===== config.mk =====
export PLATFORM = sky130hd
export DESIGN_NAME = mas_div_radix
export DESIGN_NICKNAME = d
export VERILOG_FILES = /design/src/rtl/mas_div_pkg.sv /design/src/rtl/mas_div_step.sv /design/src/rtl/mas_div_radix.sv
export SDC_FILE = /design/constraint.sdc
export NUM_CORES = 1
export LEC_CHECK = 0
export CAP_MARGIN = 10
export CORE_ASPECT_RATIO = 1.4
export CORE_MARGIN = 5
export CORE_UTILIZATION = 40
export DETAILED_ROUTE_END_ITERATION = 16
export HOLD_SLACK_MARGIN = 0.08
export PLACE_DENSITY = 0.6
export SYNTH_ARGS = -nofsm -noshare
export SYNTH_HDL_FRONTEND = slang
export SYNTH_SLANG_ARGS = --single-unit

===== constraint.sdc =====
create_clock -name clk -period 3.1 [get_ports clk]
set_clock_uncertainty 0.2 [all_clocks]
set_input_delay 0.62 -clock clk [delete_from_list [all_inputs] [get_ports clk]]
set_output_delay 0.62 -clock clk [all_outputs]
set_load 0.1 [all_outputs]

===== src/rtl/mas_div_pkg.sv =====
// Shared types and constants for the mas_div_radix sequential divider.
// Define MAS_DIV_RADIX4_EN to retire two quotient bits per CALC cycle.
package mas_div_pkg;

  typedef enum logic [1:0] {
    IDLE = 2'd0,
    CALC = 2'd1,
    DONE = 2'd2
  } div_state_e;

  localparam int unsigned DIV_WIDTH_DEF = 32;

`ifdef MAS_DIV_RADIX4_EN
  localparam int unsigned DIV_BITS_PER_CYCLE = 2;
`else
  localparam int unsigned DIV_BITS_PER_CYCLE = 1;
`endif

  // CALC cycles needed for a w-bit quotient
  function automatic int unsigned div_iters(input int unsigned w);
    return w / DIV_BITS_PER_CYCLE;
  endfunction

endpackage


===== src/rtl/mas_div_step.sv =====
// One restoring shift-subtract step: shift in a dividend bit, trial-subtract the divisor.
module mas_div_step #(
  parameter int unsigned WIDTH = 32
) (
  input  logic [WIDTH:0]   pr,
  input  logic             din,
  input  logic [WIDTH-1:0] divisor,
  output logic [WIDTH:0]   pr_next,
  output logic             qbit
);

  logic [WIDTH+1:0] shifted;
  logic [WIDTH+1:0] diff;

  always_comb begin
    shifted = {pr, din};
    diff    = shifted - {2'b00, divisor};
    qbit    = (shifted >= {2'b00, divisor});
    pr_next = qbit ? (WIDTH+1)'(diff) : (WIDTH+1)'(shifted);
  end

endmodule


===== src/rtl/mas_div_radix.sv =====
// Sequential unsigned 2W/W divider with divide-by-zero and quotient-overflow detection.
// Build option MAS_DIV_RADIX4_EN chains two steps per cycle (radix-4).
module mas_div_radix
  import mas_div_pkg::*;
#(
  parameter int unsigned WIDTH = DIV_WIDTH_DEF
) (
  input  logic               clk,
  input  logic               rstn,
  input  logic               start,
  input  logic [2*WIDTH-1:0] dividend,
  input  logic [WIDTH-1:0]   divisor,
  output logic               busy,
  output logic               done,
  output logic [WIDTH-1:0]   quot,
  output logic [WIDTH-1:0]   rem,
  output logic               dbz,
  output logic               ovf
);

  localparam int unsigned ITERS = div_iters(WIDTH);
  localparam int unsigned CNT_W = (ITERS > 1) ? $clog2(ITERS) : 1;

  div_state_e         state;
  logic [CNT_W-1:0]   cnt;
  logic [WIDTH:0]     pr;
  logic [WIDTH-1:0]   sh;
  logic [WIDTH-1:0]   dvs;
  logic [WIDTH:0]     pr_n;
  logic [WIDTH-1:0]   sh_n;
  logic [WIDTH-1:0]   div_hi;
  logic               q_a;

  assign div_hi = dividend[2*WIDTH-1:WIDTH];

  // sh holds unconsumed dividend bits at the top and collected quotient bits at the bottom
`ifdef MAS_DIV_RADIX4_EN
  logic [WIDTH:0] pr_a;
  logic           q_b;

  mas_div_step #(.WIDTH(WIDTH)) u_step0 (
    .pr(pr), .din(sh[WIDTH-1]), .divisor(dvs), .pr_next(pr_a), .qbit(q_a)
  );
  mas_div_step #(.WIDTH(WIDTH)) u_step1 (
    .pr(pr_a), .din(sh[WIDTH-2]), .divisor(dvs), .pr_next(pr_n), .qbit(q_b)
  );
  assign sh_n = WIDTH'({sh, q_a, q_b});
`else
  mas_div_step #(.WIDTH(WIDTH)) u_step0 (
    .pr(pr), .din(sh[WIDTH-1]), .divisor(dvs), .pr_next(pr_n), .qbit(q_a)
  );
  assign sh_n = WIDTH'({sh, q_a});
`endif

  always_ff @(posedge clk or negedge rstn) begin
    if (!rstn) begin
      state <= IDLE;
      cnt   <= '0;
      pr    <= '0;
      sh    <= '0;
      dvs   <= '0;
      busy  <= 1'b0;
      done  <= 1'b0;
      quot  <= '0;
      rem   <= '0;
      dbz   <= 1'b0;
      ovf   <= 1'b0;
    end else begin
      done <= 1'b0;
      case (state)
        IDLE, DONE: begin
          state <= IDLE;
          if (start) begin
            dvs  <= divisor;
            quot <= '0;
            rem  <= '0;
            dbz  <= 1'b0;
            ovf  <= 1'b0;
            if (divisor == '0) begin
              dbz   <= 1'b1;
              quot  <= '1;
              rem   <= dividend[WIDTH-1:0];
              state <= DONE;
              done  <= 1'b1;
            end else if (div_hi >= divisor) begin
              ovf   <= 1'b1;
              quot  <= '1;
              rem   <= dividend[WIDTH-1:0];
              state <= DONE;
              done  <= 1'b1;
            end else begin
              pr    <= {1'b0, div_hi};
              sh    <= dividend[WIDTH-1:0];
              cnt   <= CNT_W'(ITERS - 1);
              busy  <= 1'b1;
              state <= CALC;
            end
          end
        end
        CALC: begin
          pr  <= pr_n;
          sh  <= sh_n;
          cnt <= cnt - CNT_W'(1);
          if (cnt == '0) begin
            cnt   <= '0;
            quot  <= sh_n;
            rem   <= pr_n[WIDTH-1:0];
            busy  <= 1'b0;
            done  <= 1'b1;
            state <= DONE;
          end
        end
        default: state <= IDLE;
      endcase
    end
  end

endmodule


Word level (Yosys, flattened, before mapping)

Index checks and enable logic that the tools add are counted.

Add/subtract/negate cells: 2
$mul: 0
Div/mod/pow operators: 0
$lt $le $gt $ge: 2
Equality and inequality tests: 6
Shifts and indexed selects: 0
Mux-type cells: 41
Bitwise gates (word level): 0
Reductions and logical operators: 9

Operators with widths:

| operator                                            | count |
|---|---|
| two-way mux 32 bit                                  | 11 |
| case mux 32 bit (2 select lines)                    | 3 |
| two-way mux 33 bit                                  | 4 |
| case mux 33 bit (2 select lines)                    | 1 |
| >= comparator 34 x 32 -> 1 bit                      | 1 |
| subtractor 33 x 32 -> 33 bit                        | 1 |
| >= comparator 32 bit                                | 1 |
| logical NOT 32 bit                                  | 1 |
| two-way mux 5 bit                                   | 4 |
| two-way mux 1 bit                                   | 10 |
| case mux 5 bit (2 select lines)                     | 1 |
| two-way mux 2 bit                                   | 4 |
| != test 2 bit, second input constant                | 4 |
| logical NOT 5 bit                                   | 1 |
| AND reduction 5 bit                                 | 1 |
| subtractor 5 x 1 -> 5 bit, second input constant    | 1 |
| case mux 1 bit (2 select lines)                     | 2 |
| case mux 2 bit (2 select lines)                     | 1 |
| AND reduction 4 bit                                 | 1 |
| AND reduction 3 bit                                 | 1 |
| equality test 2 x 1 -> 1 bit, second input constant | 1 |
| equality test 2 bit, second input constant          | 1 |
| logical NOT 2 bit                                   | 1 |
| AND reduction 2 bit                                 | 1 |
| other kinds (2)                                     | 2 |

Flip-flop bits (word level): 172
Bits in latches: 0
RAM bits: 0
ROM bits: 0
Output and inout bits: 68
Logic and storage cells: 71
Memories kept: 0

Depth between registers and ports, before layout

Gate-level depths: netlist of the first run.

Depth after elaboration: 5
Depth in mapped cells: 13
Depth with buffers taken out: 11

By module

From an unflattened synthesis of the first run, not the netlist that was laid out.

Cells, all modules: 1223
Area total of the unflattened synthesis: 10082.2 µm²

By module, submodules not included:

| module        | instances | cells an instance | area an instance (µm²) | sequential area each (µm²) |
|---|---|---|---|---|
| mas_div_radix | 1         | 877               | 7891.3                 | 4304.1 |
| mas_div_step  | 1         | 346               | 2190.9                 | 0.0 |

Least setup slack after synthesis of the first run

Ideal clock, no wire load.

Kind: in2reg
From: in divisor[14]
To: reg pr[10]
Data arrival time: 2.685 ns
Path slack: 0.068 ns
Cell stages on the path: 12
Path buffers: 2
Path through: inv_1 ha_1 a21o_1 a21o_1 a222oi_1 nand4_1 a31o_1 buf_6 nor2_8 buf_6 mux2i_1 mux2i_1

Cells in the longest elaborated chain, start to end: 3
Elaborated cells on any way between the ends: 5
Classes of those cells: order compare (1); eq/ne (2); reduce/logical (2)

Ends and longest elaborated chain:

| item                                                       | RTL line                                 | RTL |
|---|---|---|
| start: declaration                                         | mas_div_radix.sv:12                      | `input logic [WIDTH-1:0] divisor,` |
| >= comparator 32 bit or logical NOT 32 bit (tied branches) | mas_div_radix.sv:85, mas_div_radix.sv:79 |  |
| != test 2 bit (no line)                                    | n/a                                      |  |
| AND reduction 4 bit (no line) *                            | n/a                                      |  |
| end signal: assignment                                     | mas_div_radix.sv:92                      | `pr <= {1'b0, div_hi};` |
| end signal: assignment                                     | mas_div_radix.sv:101                     | `pr <= pr_n;` |
| end: declaration                                           | mas_div_radix.sv:26                      | `logic [WIDTH:0] pr;` |

Every way passes the cells marked *; elsewhere a longest branch is shown, timed or not.
A chain may end at the register's enable or synchronous reset.

Worst setup path in the final report of the first run

From: in dividend[59]
To: reg pr[1]

Cells in the longest elaborated chain, start to end: 3

Ends and longest elaborated chain:

| item                          | RTL line            | RTL |
|---|---|---|
| start: declaration            | mas_div_radix.sv:11 | `input logic [2*WIDTH-1:0] dividend,` |
| >= comparator 32 bit          | mas_div_radix.sv:85 | `end else if (div_hi >= divisor) begin` |
| != test 2 bit (no line)       | n/a                 |  |
| AND reduction 4 bit (no line) | n/a                 |  |

No other way between the ends.

==> impl_metrics.ini, run 1 <==
[route]
routedWlPerCell_um = 19.0
wl_um = 35400
drtPass1Iterations = 5
drc = 0
ant_nets = 0
drt_iter0_markers = 471
vias_per_cell = 5.44
vias = 10100

[synthesis]
synth_area_um2 = 10400
synth_seq_area_share_pct = 41.2
synth_edf_count = 0
synth_fp_nets = 1331
synth_warnings = 0
synth_flop_cell = dfrtp_1
syn_inst = 1166
post_synth.cell_area_avg_um2 = 8.96
synth.distinct_cells = 70
ys_seq_elements = 172
async_reset_ff_share_pct = 100

[timing]
relSlewSlack_pct = 59.5
tightestPinTransition_ns = 0.608
period_needed_ns = 3.02
max_freq_mhz = 331
finalMaxSlewViolations = 0
hold_violations = 0
rsz0062_at_grt = yes
fin_crit_sh_pct = 97.5
whs_ns = 0.278
final-setup-viol-count = 0

[clocking]
numClockSinks = 172
cts_tree = yes
clk_pin_slew_ns = 0.06
clock_latency_ns = 0.44
numCtsBuffers = 17
root_buffer = clkbuf_16
clk_path_buf_depth = 2
htree_levels = 4

[min_path]
min_from = quot[5]
min_path_type = reg -> reg

[worst_setup_path]
end_kind = flop
cp-start-kind = primary input
critPathTopFamily = compound AO/OA/AOI/OAI gates
arrival_ns = 3.12
cp.required_ns = 3.20
crit_start = dividend[59]
rr_startpoint = pr[10]
critPathKind = in -> reg
crit_chain = dlygate4sd2_1, ha_1, nand4_1, nor4_2, a222oi_1, nand4_1, a31o_4, nor2_8, buf_12, bufbuf_16, mux2i_1, mux2i_1
slowest_delay_ns = 0.41
critPathSlowestCell = a222oi_1
path_buf_inv = 3
cp_max_fo = 4

[status]
status = finished clean

[grt]
track_usage_pct = 23.6
grt_overflow_total = 0
antenna_found_initial = 0
grt_pass1_wl_um = 55400
grt_max_degree = 85
grt_pass1_vias = 10500

[die]
core_area_um2 = 25900
die_y_um = 201
rows = 70
ioPinCount = 167
die_area_um2 = 29500
start_util_pct = 40.3
die_w_um = 147

[placement]
finalWeightedCongestion = 0.926
dpl.hpwl_um = 27100
numPortBuffers = 166

[cells_and_area]
fillCellCount = 2304
drive_gt1_share_pct = 29.2
n_antenna_cell = 0
final_net_count = 1693
syn_to_final_growth_pct = 46.6

[run]
cap_violations = 0
[worst paths after layout]
kind | depth (start not counted) | slack [ns] | end
hold reg to reg | 2 | 0.28 | quot[5]
setup reg to reg | 11 | 0.12 | rem[21]
hold / removal | 2 | 0.28 | quot[5]
setup / recovery | 12 | 0.08 | pr[1]
max in group asynchronous | 3 | 1.40 | dvs[15]
min in group asynchronous | 2 | 0.49 | quot[27]
[worst reg2reg max path, delay by kind of cell (launching register included)]
family	cells	cell delay [ns]
compound gates	3	0.54
xor+xnor	1	0.11
buf+inv	2	0.32
fa+ha+maj	1	0.37
mux	1	0.09
flops	1	0.39
simple gates	3	0.89
[registers in the layout, summed over array words and instances (netlist names)]
register  count
pr           33
dvs          32
quot         32
rem          32
sh           32
cnt           5
state         2
busy          1
dbz           1
done          1
ovf           1
[logic make-up (layout without fill, tap and decap cells)]
family,count (synthesis),in the layout,share of synthesized area [%]
fa+ha+maj,66,66,7.98
mux,80,80,7.76
xor+xnor,23,23,1.93
buf+inv,140,513,5.75
simple gates,375,376,16.5
compound gates,310,310,18.9
flops,172,172,41.2
[area by class of cell]
class                   count  area (um^2)  share of cell area, %
clock inverters             9          113                  0.736
repair buffers            408         3550                   23.2
multi-input cells         855         6200                   40.5
flip-flops and latches    172         4300                   28.1
clock buffers              22          464                   3.03
inverters                  74          278                   1.81
well taps                 324          405                   2.65
[per-layer routing]
layer	vias up	routed length (um)	global-route usage, %
met1	4894	14000	26.8
met2	262	18400	42.7
met3	86	1280	3.63
met4	0	1690	11.7
met5	-	0	0
li1	4894	-	-
[per-stage QoR]
stage	cells	instance area, um^2	setup TNS [ns]	utilization [%]	setup slack, ns
3_3_place_gp	1806	13800	-70.63	53.2	-0.621
5_1_grt	1864	15300	-0.261	59.0	-0.0235
4_1_cts	1859	14800	0	57.3	0.000926
2_1_floorplan	1166	10400	0	-	0.0683
6_report	1864	15300	0	59.0	0.0767
3_5_place_dp	1806	13800	-74.70	53.2	-0.700
[layout by cell type (no fill, tap or decap), types with 11 or more instances in the layout]
cell             instances
clkbuf_16               18
nor3_1                  17
ha_1                    41
dlygate4sd2_1           25
inv_2                   13
dlymetal6s2s_1          22
a22oi_1                 26
nand4_1                 15
a21oi_1                 48
xnor2_1                 12
nor2_1                  68
mux2i_1                 76
dfrtp_1                172
a21o_1                  11
ha_4                    22
nand2_1                184
o21ai_0                 70
clkdlybuf4s50_1         42
xor2_1                  11
buf_4                  289
nand3_1                 14
inv_1                   61
a31oi_1                 37
nand2b_1                11
o31ai_1                 31
buf_12                  12
a211oi_1                11
[what timing repair did]
item / 4_1_cts / 5_1_grt
cloned: 4 / 1
resized for setup: 84 / 108
hold buffers: 1 / 0
setup buffers: 17 / 6
endpoints found under the setup margin: 126 / 134
pin swaps: 23 / 32
hold endpoints to repair: 48 / 0
[cells in the mapped netlist, types with 3 or more instances]
master / number / area (um^2)
a211oi_1: 14 / 105
a21o_1: 11 / 82.6
a21oi_1: 58 / 290
a22oi_1: 27 / 203
a31oi_1: 37 / 231
a32oi_1: 4 / 35.0
a41oi_1: 3 / 26.3
and2_1: 3 / 18.8
and3_1: 3 / 18.8
buf_1: 4 / 15.0
buf_2: 13 / 65.1
buf_6: 5 / 56.3
clkbuf_1: 39 / 146
dfrtp_1: 172 / 4300
ha_1: 65 / 813
inv_1: 74 / 278
mux2i_1: 78 / 781
nand2_1: 187 / 702
nand2b_1: 12 / 75.1
nand3_1: 17 / 85.1
nand3b_1: 4 / 30.0
nand4_1: 15 / 93.8
nand4b_1: 3 / 26.3
nor2_1: 69 / 259
nor2b_1: 8 / 50.1
nor3_1: 18 / 90.1
nor4_1: 10 / 62.6
o211ai_1: 7 / 52.6
o21a_1: 5 / 37.5
o21ai_0: 78 / 390
o21bai_1: 3 / 22.5
o221ai_1: 3 / 26.3
o31ai_1: 39 / 293
or2_2: 5 / 31.3
or3_1: 5 / 31.3
xnor2_1: 12 / 105
xor2_1: 11 / 96.3
Power of run 1 is left out: the tool's default activity adds up to more than one toggle a clock period on the data nets, which glitch-free logic cannot reach.
==> run 2: changes to the inputs <==
--- a/config.mk
+++ b/config.mk
@@ -6,12 +6,15 @@
 export NUM_CORES = 1
 export LEC_CHECK = 0
 export CAP_MARGIN = 10
+export CELL_PAD_IN_SITES_DETAIL_PLACEMENT = 1
+export CELL_PAD_IN_SITES_GLOBAL_PLACEMENT = 1
 export CORE_ASPECT_RATIO = 1.4
 export CORE_MARGIN = 5
 export CORE_UTILIZATION = 40
 export DETAILED_ROUTE_END_ITERATION = 16
 export HOLD_SLACK_MARGIN = 0.08
-export PLACE_DENSITY = 0.6
+export PLACE_DENSITY = 0.76
+export SLEW_MARGIN = 20
 export SYNTH_ARGS = -nofsm -noshare
 export SYNTH_HDL_FRONTEND = slang
 export SYNTH_SLANG_ARGS = --single-unit
==> run 2 against run 1 <==
  * The flow now finishes with violations (negative setup slack)
  * Non-clock buffer count down 2
  * First-iteration DRC count up 64%
  * Critical path depth up 1
  * Sequential share of layout area down 0.25 points
  * Die area unchanged
  * Sequential cell count unchanged
  * Routed wire length up 29%
  * Worst setup slack worse by 0.21 ns
  * Highest routed layer unchanged
==> impl_metrics.ini, run 2 (synthesis results as in run 1) <==
[placement]
dpl.cell_count = 1806
dpl.hpwl_um = 30100
finalWeightedCongestion = 0.926
numPortBuffers = 166

[clocking]
numClockSinks = 172
clk_path_buf_depth = 2
clock_latency_ns = 0.46
htree_levels = 4
clk_pin_slew_ns = 0.07
root_buffer = clkbuf_16
numCtsBuffers = 17
cts_tree = yes

[die]
die_w_um = 147
core_area_um2 = 25900
die_y_um = 201
rows = 70
start_util_pct = 40.3
die_area_um2 = 29500
ioPinCount = 167

[cells_and_area]
n_antenna_cell = 0
largest_reg_flops = 33
final_common_cell = buf_4
finish.cell_count_without_fillers = 1862
utilization_pct = 59.6
top_register = pr
syn_to_final_growth_pct = 47.9
final_cell_mix = buf_4 (283), nand2_1 (185), dfrtp_1 (172)
drive_gt1_share_pct = 29.8
final_net_count = 1690

[worst_setup_path]
arrival_ns = 3.33
critPathTopFamily = compound AO/OA/AOI/OAI gates
crit_chain = dlygate4sd2_1, ha_1, nand4_1, nor4_2, a222oi_1, buf_4, buf_4, and4_2, a21oi_4, buf_12, buf_12, a22oi_1, o21ai_0
end_kind = flop
r2r_cells = 11
slowest_delay_ns = 0.32
cp_max_fo = 7
rr_startpoint = pr[6]
path_buf_inv = 5
worst_r2r_endpoint = rem[12]
critPathKind = in -> reg
cp.required_ns = 3.20
cp-start-kind = primary input
critPathSlowestCell = a222oi_1
ff2ff_setup_slack_ns = -0.11
cp.depth = 13

[timing]
relSlewSlack_pct = 55.6
fin_crit_sh_pct = 104
hold_violations = 0
finalMaxSlewViolations = 0
period_needed_ns = 3.23
max_freq_mhz = 310
tightestPinTransition_ns = 0.666
fin_ws_ns = -0.130
final-setup-viol-count = 39

[min_path]
whs_endpoint = quot[28]
min_from = quot[28]
min_path_type = reg -> reg
min_path_cells = 2

[grt]
grt_max_degree = 91
grt_overflow_total = 0
antenna_found_initial = 0
track_usage_pct = 27.0
grt_pass1_wl_um = 63700
grt_pass1_vias = 11700

[route]
wl_um = 45600
ant_nets = 0
routedWlPerCell_um = 24.5
drt_iter0_markers = 771
drc = 0
vias_per_cell = 6.02
vias = 11200
drtPass1Iterations = 5

[run]
cap_violations = 0

[status]
status = complete, but fails checks
violations = negative setup slack
run 2: cell count changes in the layout (fill, tap and decap cells not counted), sizes merged, moves of 3 or more:
cell,previous run,this run
dlygate4sd2,25,19
clkbuf,27,24
clkinvlp,1,4
inv,75,80
clkdlybuf4s50,42,45
clkinv,5,1
dlymetal6s2s,22,26
buf,308,305
run 2: worst max-delay path by stage:
| stage | slack, ns | start | to |
|---|---|---|---|
| 6_report | -0.13 | dividend[56] | rem[12] |
| 5_1_grt | -0.18 | divisor[5] | rem[18] |
| 4_1_cts | -0.03 | sh[31] | rem[29] |
| 3_5_place_dp | -0.75 | divisor[14] | pr[23] |
| 3_3_place_gp | -0.65 | divisor[14] | pr[24] |
| 2_1_floorplan | 0.07 | divisor[14] | pr[10] |
run 2: cell type report:
type | count | area [um^2]
Clock inverter | 13 | 155
Inverter | 74 | 278
Multi-Input combinational cell | 854 | 6260
Sequential cell | 172 | 4300
Tap cell | 324 | 405
Fill cell | 2852 | 10500
Clock buffer | 19 | 453
Timing Repair Buffer | 406 | 3590
run 2: timing repair:
action / CTS / global route
pin swaps: 23 / 38
setup buffers: 11 / 7
hold endpoints to repair: 57 / 0
resized for setup: 78 / 127
cloned: 2 / 4
endpoints found under the setup margin: 114 / 137
hold buffers: 1 / 0
run 2: per-layer routing:
layer / share of wire, % / GRT usage [%] / vias up
li1: - / - / 4889
met1: 36 / 29.8 / 5612
met2: 52 / 49.9 / 523
met3: 5.4 / 3.49 / 192
met4: 6.6 / 14.8 / 0
met5: 0 / 0 / -
run 2: tightest hold or removal path, stage by stage (launching register included):
cell and delay, ns:
dfrtp_1 0.34, nand2_1 0.05, o31ai_1 0.06
run 2: metrics by stage:
| stage | hold WS (ns) | TNS [ns] | setup slack [ns] | area (um^2) |
|---|---|---|---|---|
| 2_1_floorplan | 0.124 | 0 | 0.0683 | 10400 |
| 3_3_place_gp | 0.262 | -67.38 | -0.645 | 13800 |
| 3_5_place_dp | 0.273 | -76.91 | -0.747 | 13800 |
| 4_1_cts | 0.288 | -0.0315 | -0.0260 | 14800 |
| 5_1_grt | 0.311 | -9.08 | -0.180 | 15400 |
| 6_report | 0.284 | -1.49 | -0.130 | 15400 |
Power of run 2 is left out for the same reason.
